### src/rtl/compare_serial.sv
// Digit-serial magnitude comparator: compares A and B one DIGIT-wide slice per cycle, MSB first,
// stopping at the first differing digit. Signed mode flips both sign bits at capture.
//
// state | meaning
// ------+---------------------------------------------------------------
// IDLE  | waiting for start; result flags hold the last compare
// RUN   | comparing digit idx of the latched operands
// DONE  | one-cycle result-valid pulse, then back to IDLE
module compare_serial #(
    parameter int WIDTH = 16,
    parameter int DIGIT = 4
) (
    input  logic             clk,
    input  logic             rst_n,
    input  logic             start,
    input  logic             is_signed,
    input  logic [WIDTH-1:0] A,
    input  logic [WIDTH-1:0] B,
    output logic             busy,
    output logic             done,
    output logic             AeqB,
    output logic             AgtB,
    output logic             AltB
);

    localparam int N  = WIDTH / DIGIT;
    localparam int IW = (N > 1) ? $clog2(N) : 1;
    localparam logic [IW-1:0] LAST = IW'(N - 1);

    typedef enum logic [1:0] {IDLE, RUN, DONE} state_t;

    state_t           state, state_nx;
    logic [IW-1:0]    idx, idx_nx;
    logic [WIDTH-1:0] a_q, b_q;
    logic [WIDTH-1:0] a_sh, b_sh;
    logic [WIDTH-1:0] sign_flip;
    logic [DIGIT-1:0] dig_a, dig_b;
    logic             eq_nx, gt_nx, lt_nx;
    logic             load;

    // Inverting the sign bit maps two's-complement order onto unsigned order.
    assign sign_flip = {is_signed, {(WIDTH-1){1'b0}}};

    always_comb begin
        a_sh  = a_q << (int'(idx) * DIGIT);
        b_sh  = b_q << (int'(idx) * DIGIT);
        dig_a = a_sh[WIDTH-1 -: DIGIT];
        dig_b = b_sh[WIDTH-1 -: DIGIT];
    end

    always_comb begin
        state_nx = state;
        idx_nx   = idx;
        eq_nx    = AeqB;
        gt_nx    = AgtB;
        lt_nx    = AltB;
        load     = 1'b0;
        case (state)
            IDLE: begin
                if (start) begin
                    load     = 1'b1;
                    idx_nx   = '0;
                    eq_nx    = 1'b0;
                    gt_nx    = 1'b0;
                    lt_nx    = 1'b0;
                    state_nx = RUN;
                end
            end
            RUN: begin
                if (dig_a > dig_b) begin
                    gt_nx    = 1'b1;
                    state_nx = DONE;
                end else if (dig_a < dig_b) begin
                    lt_nx    = 1'b1;
                    state_nx = DONE;
                end else if (idx == LAST) begin
                    eq_nx    = 1'b1;
                    state_nx = DONE;
                end else begin
                    idx_nx = idx + 1'b1;
                end
            end
            DONE:    state_nx = IDLE;
            default: state_nx = IDLE;
        endcase
    end

    always_ff @(posedge clk or negedge rst_n) begin
        if (!rst_n) begin
            state <= IDLE;
            idx   <= '0;
            a_q   <= '0;
            b_q   <= '0;
            busy  <= 1'b0;
            done  <= 1'b0;
            AeqB  <= 1'b0;
            AgtB  <= 1'b0;
            AltB  <= 1'b0;
        end else begin
            state <= state_nx;
            idx   <= idx_nx;
            if (load) begin
                a_q <= A ^ sign_flip;
                b_q <= B ^ sign_flip;
            end
            // busy/done decode the next state so they line up with the state register.
            busy  <= (state_nx != IDLE);
            done  <= (state_nx == DONE);
            AeqB  <= eq_nx;
            AgtB  <= gt_nx;
            AltB  <= lt_nx;
        end
    end

endmodule

### config.mk
export PLATFORM = sky130hd
export DESIGN_NAME = compare_serial
export DESIGN_NICKNAME = d
export VERILOG_FILES = /design/src/rtl/compare_serial.sv
export SDC_FILE = /design/constraint.sdc
export NUM_CORES = 1
export LEC_CHECK = 0
export ABC_AREA = 1
export CORE_MARGIN = 5
export CORE_UTILIZATION = 45
export CTS_CLUSTER_SIZE = 16
export DETAILED_ROUTE_END_ITERATION = 10
export MAX_ROUTING_LAYER = met4
export PLACE_DENSITY = 0.72
export SETUP_SLACK_MARGIN = 0.15
export SLEW_MARGIN = 20
export SYNTH_ARGS = -nofsm -noshare
export SYNTH_HDL_FRONTEND = slang
export SYNTH_SLANG_ARGS = --single-unit
### constraint.sdc
create_clock -name clk -period 2.3 [get_ports clk]
set_input_delay 0.23 -clock clk [delete_from_list [all_inputs] [get_ports clk]]
set_output_delay 0.23 -clock clk [all_outputs]
set_load 0.01 [all_outputs]
==> reports/summary.txt <==
=======================================================================================
Outcome                                                                    finished clean
Met2 usage                                                                        22.3%
Part of the total power dissipated in combinational logic                         43.1%
Pins Over Slew Limit                                                                  0
Proportion of total power due to net switching                                    39.7%
Horiz. Die Dim                                                                  76.5 µm
Layout Cell Area excl Fill                                                     2510 µm²
Number of violations reported at the end of detailed-routing iteration 0             88
Global Route met3 Usage                                                           4.85%
Fraction of the core area covered by cells at the end of the flow                 58.0%
Upper clock frequency limit                                                     492 MHz
Maximum net fanout on the critical path                                              11
Top Usage Layer GRT                                                                met2
Worst-path cell chain                                                      clkbuf_4 -> nand2_1 -> a32o_1 -> ha_1 -> nand2_1 -> inv_1 -> nand2_1 -> nand2_2 -> nand3_1 -> o21ai_1
Min Clock Period, post-route                                                    2.03 ns
Congestion Overflow GR                                                                0
CTS sink count                                                                       41
H-tree levels                                                                         2
TritonCTS Buffers                                                                     5
Cell Area, Synth                                                               1990 µm²
Leak Pwr                                                                        1.25 nW
Critical register-to-register path startpoint                              idx[0]$_DFFE_PN0P_
Clk slew on worst S/H paths                                                     0.07 ns
Required time of the critical path                                              2.51 ns
Average footprint of a synthesized cell                                        8.25 µm²
Headroom to the max-slew limit                                                    41.0%
Final setup violating endpoints                                                       0
Placer's final routability congestion estimate                                    0.836
Total count of hold-check failures in the final report                                0
Crit end category                                                              register
HPWL after DPL                                                                  2890 µm
Post-Route Skew                                                              0.00318 ns
Kind of critical path                                                           reg2reg
Signed area change from the synthesized netlist to the final layout               26.2%
Fillers                                                                             401
Final cycle utilization of the critical path                                      88.4%
Number of antenna violations at the first check in global routing                     0
Die height                                                                      76.5 µm
First-pass GRT wire length                                                      6990 µm
DP Area                                                                        2390 µm²
Unrepaired setup endpoints after global routing                                      no
Std-Cell Core Area                                                             4320 µm²
Non-filler cells, final                                                             334
Startpoint of the most critical setup path                                 idx[0]$_DFFE_PN0P_
Via count of the first global-routing pass                                        1,558
Dpl cells                                                                           324
Clk root buf                                                               sky130_fd_sc_hd__clkbuf_8
Slew of the pin with the lowest slew margin                                    0.884 ns
Post-Synthesis Net Count                                                            282
Instance count of the mapped netlist                                                241
Detail-routed via count per cell                                                   4.85
Critical path launch point type                                                register
Vias                                                                              1,620
Clock tree from TritonCTS                                                         built
Largest voltage drop on the vdd net                                            0.443 mV
Largest delay share family, worst path                                       flip-flops
WP data arrival                                                                 2.25 ns
Number of rows created at floorplan                                                  24
Die ar.                                                                        5850 µm²
Number of top-level pins                                                             41
Maximum number of buffers from clock root to sink                                     2
Largest net degree at the start of global routing                                    42
Tot GR Track Use                                                                  15.0%
Relative contribution of the clock network to total power                         15.3%
MaxCap Viol Count                                                                     0
Distinct cell type count after synthesis                                             24
Antenna violation net count after detailed routing                                    0
Most area-hungry cell type in the Yosys netlist                            sky130_fd_sc_hd__dfrtp_1
Max stage delay cell, worst path                                           sky130_fd_sc_hd__dfrtp_4
Share of the synthesized area in the top cell type                                51.6%
Number of buffers and inverters on the critical path                                  2
Antenna diode instance count                                                          0
Pre-antenna DRT Iters                                                                 4
Average wire length per cell after detail routing                               12.4 µm
Cells taking the most area after synthesis                                 sky130_fd_sc_hd__dfrtp_1 52%, sky130_fd_sc_hd__nand2_1 22%, sky130_fd_sc_hd__ha_1 3.1%, sky130_fd_sc_hd__o21ai_0 2.8%, sky130_fd_sc_hd__nor2_1 2.3%
Number of design rule violations left after detail routing                            0
Total power of the final layout                                                 3.03 mW
Port Buf Inserts                                                                     40
Count of hold buffers inserted by post-cts repair                                     0
Global routing met1 resource utilization                                          19.0%
Fraction of final layout cells sized beyond drive strength 1                      9.22%
Sequential share of power                                                         41.5%
Fin nets                                                                            323
Clock latency reported for the late side of the worst-skew pair                 0.29 ns
Most common library cell in the layout ignoring fill and taps              sky130_fd_sc_hd__nand2_1
Cell Int Power                                                                  1.82 mW
Post-route setup TNS                                                               0 ns
Final wirelength                                                                4130 µm
Most common cell on crit path                                              sky130_fd_sc_hd__nand2_1
Starting density of the core                                                      46.0%
Class of the tightest hold or removal check                                    in2async
Synthesis warning total                                                               0
Power Density                                                               1210 nW/µm²
Total net switching power                                                       1.20 mW
Commonest cells after routing, fill and taps aside                         116 x sky130_fd_sc_hd__nand2_1, 39 x sky130_fd_sc_hd__dfrtp_1, 39 x sky130_fd_sc_hd__clkdlybuf4s50_1
Longest individual stage delay on the worst path                                0.50 ns
Sequential fraction of the synthesis area                                         51.6%
Number of flip-flops and latches in the synthesized netlist                          41
=======================================================================================
state kept, by name, summed over array words and instances, names as in the netlist:
name	count
done	1
AltB	1
busy	1
a_q	16
AgtB	1
idx	2
b_q	16
state	2
AeqB	1
Yosys cell counts (all sizes together):
master  count
a21oi       7
o22ai       4
a31oi       2
a32o        4
nor2       15
ha          5
inv        14
nand3       3
nand4       2
buf        11
o21a        1
xnor2       2
nand2     118
dfrtp      41
o21ai      12
power groups by stage:
stage	logic (mW)	clock network, mW	registers, mW
5_1_grt	1.49	0.507	1.29
3_3_place_gp	1.22	0	1.27
6_report	1.31	0.463	1.26
3_5_place_dp	1.26	0	1.27
4_1_cts	1.27	0.480	1.26
2_1_floorplan	1.00	0	1.19
stage by stage:
step / hold slack [ns] / setup WS (ns)
2_1_floorplan: -0.0656 / 0.387
3_3_place_gp: 0.393 / 0.173
3_5_place_dp: 0.402 / 0.104
4_1_cts: 0.0825 / 0.235
5_1_grt: 0.149 / 0.136
6_report: 0.0551 / 0.268
worst paths after layout:
| path | endpoint | slack, ns | cells past startpoint |
|---|---|---|---|
| worst min register to register | a_q[4]$_DFFE_PN0P_ | 0.49 | 2 |
| worst max register to register | AeqB$_DFFE_PN0P_ | 0.27 | 10 |
| max in group asynchronous | idx[0]$_DFFE_PN0P_ | 1.59 | 1 |
| worst min-delay path | b_q[14]$_DFFE_PN0P_ | 0.06 | 1 |
| min in group clk | a_q[12]$_DFFE_PN0P_ | 0.46 | 3 |
| worst max-delay path | AeqB$_DFFE_PN0P_ | 0.27 | 10 |
worst reg2reg max path, delay by kind of cell (launching register included):
family / cells / cell delay (ns)
DFF: 1 / 0.50
and+or+nand+nor: 5 / 0.48
AOI/OAI and AO/OA: 2 / 0.40
buffers and inverters: 2 / 0.30
adders and majority gates: 1 / 0.28
layout make-up:
class,count,area (µm²),area share [%]
flip-flops and latches,41,1030,41.1
multi-input cells,175,823,32.8
repair buffers,45,445,17.7
clock buffers,7,86.3,3.44
well taps,52,65.1,2.59
inverters,14,58.8,2.34
cells by family (layout without fill, tap and decap cells):
| logic type | Yosys count | in the layout | share of synthesized area [%] |
|---|---|---|---|
| AO/OA/AOI/OAI | 30 | 30 | 9.25 |
| XOR/XNOR | 2 | 2 | 0.881 |
| adder cells (fa/ha/maj) | 5 | 5 | 3.15 |
| buffers and inverters | 25 | 66 | 7.11 |
| flip-flops | 41 | 41 | 51.6 |
| AND/OR/NAND/NOR | 138 | 138 | 28.0 |
metal layers:
metal  share of wire (%)  up-vias
li1                    -      844
met1                  48      728
met2                  44       41
met3                 6.4        7
met4                 1.6        0
met5                   0        -
what timing repair did:
item                                    CTS  global route
gates cloned                              0             0
endpoints found under the setup margin    6             8
resized for setup                         1             4
buffers inserted                          0             3
Power figures use the tool's default switching activity.
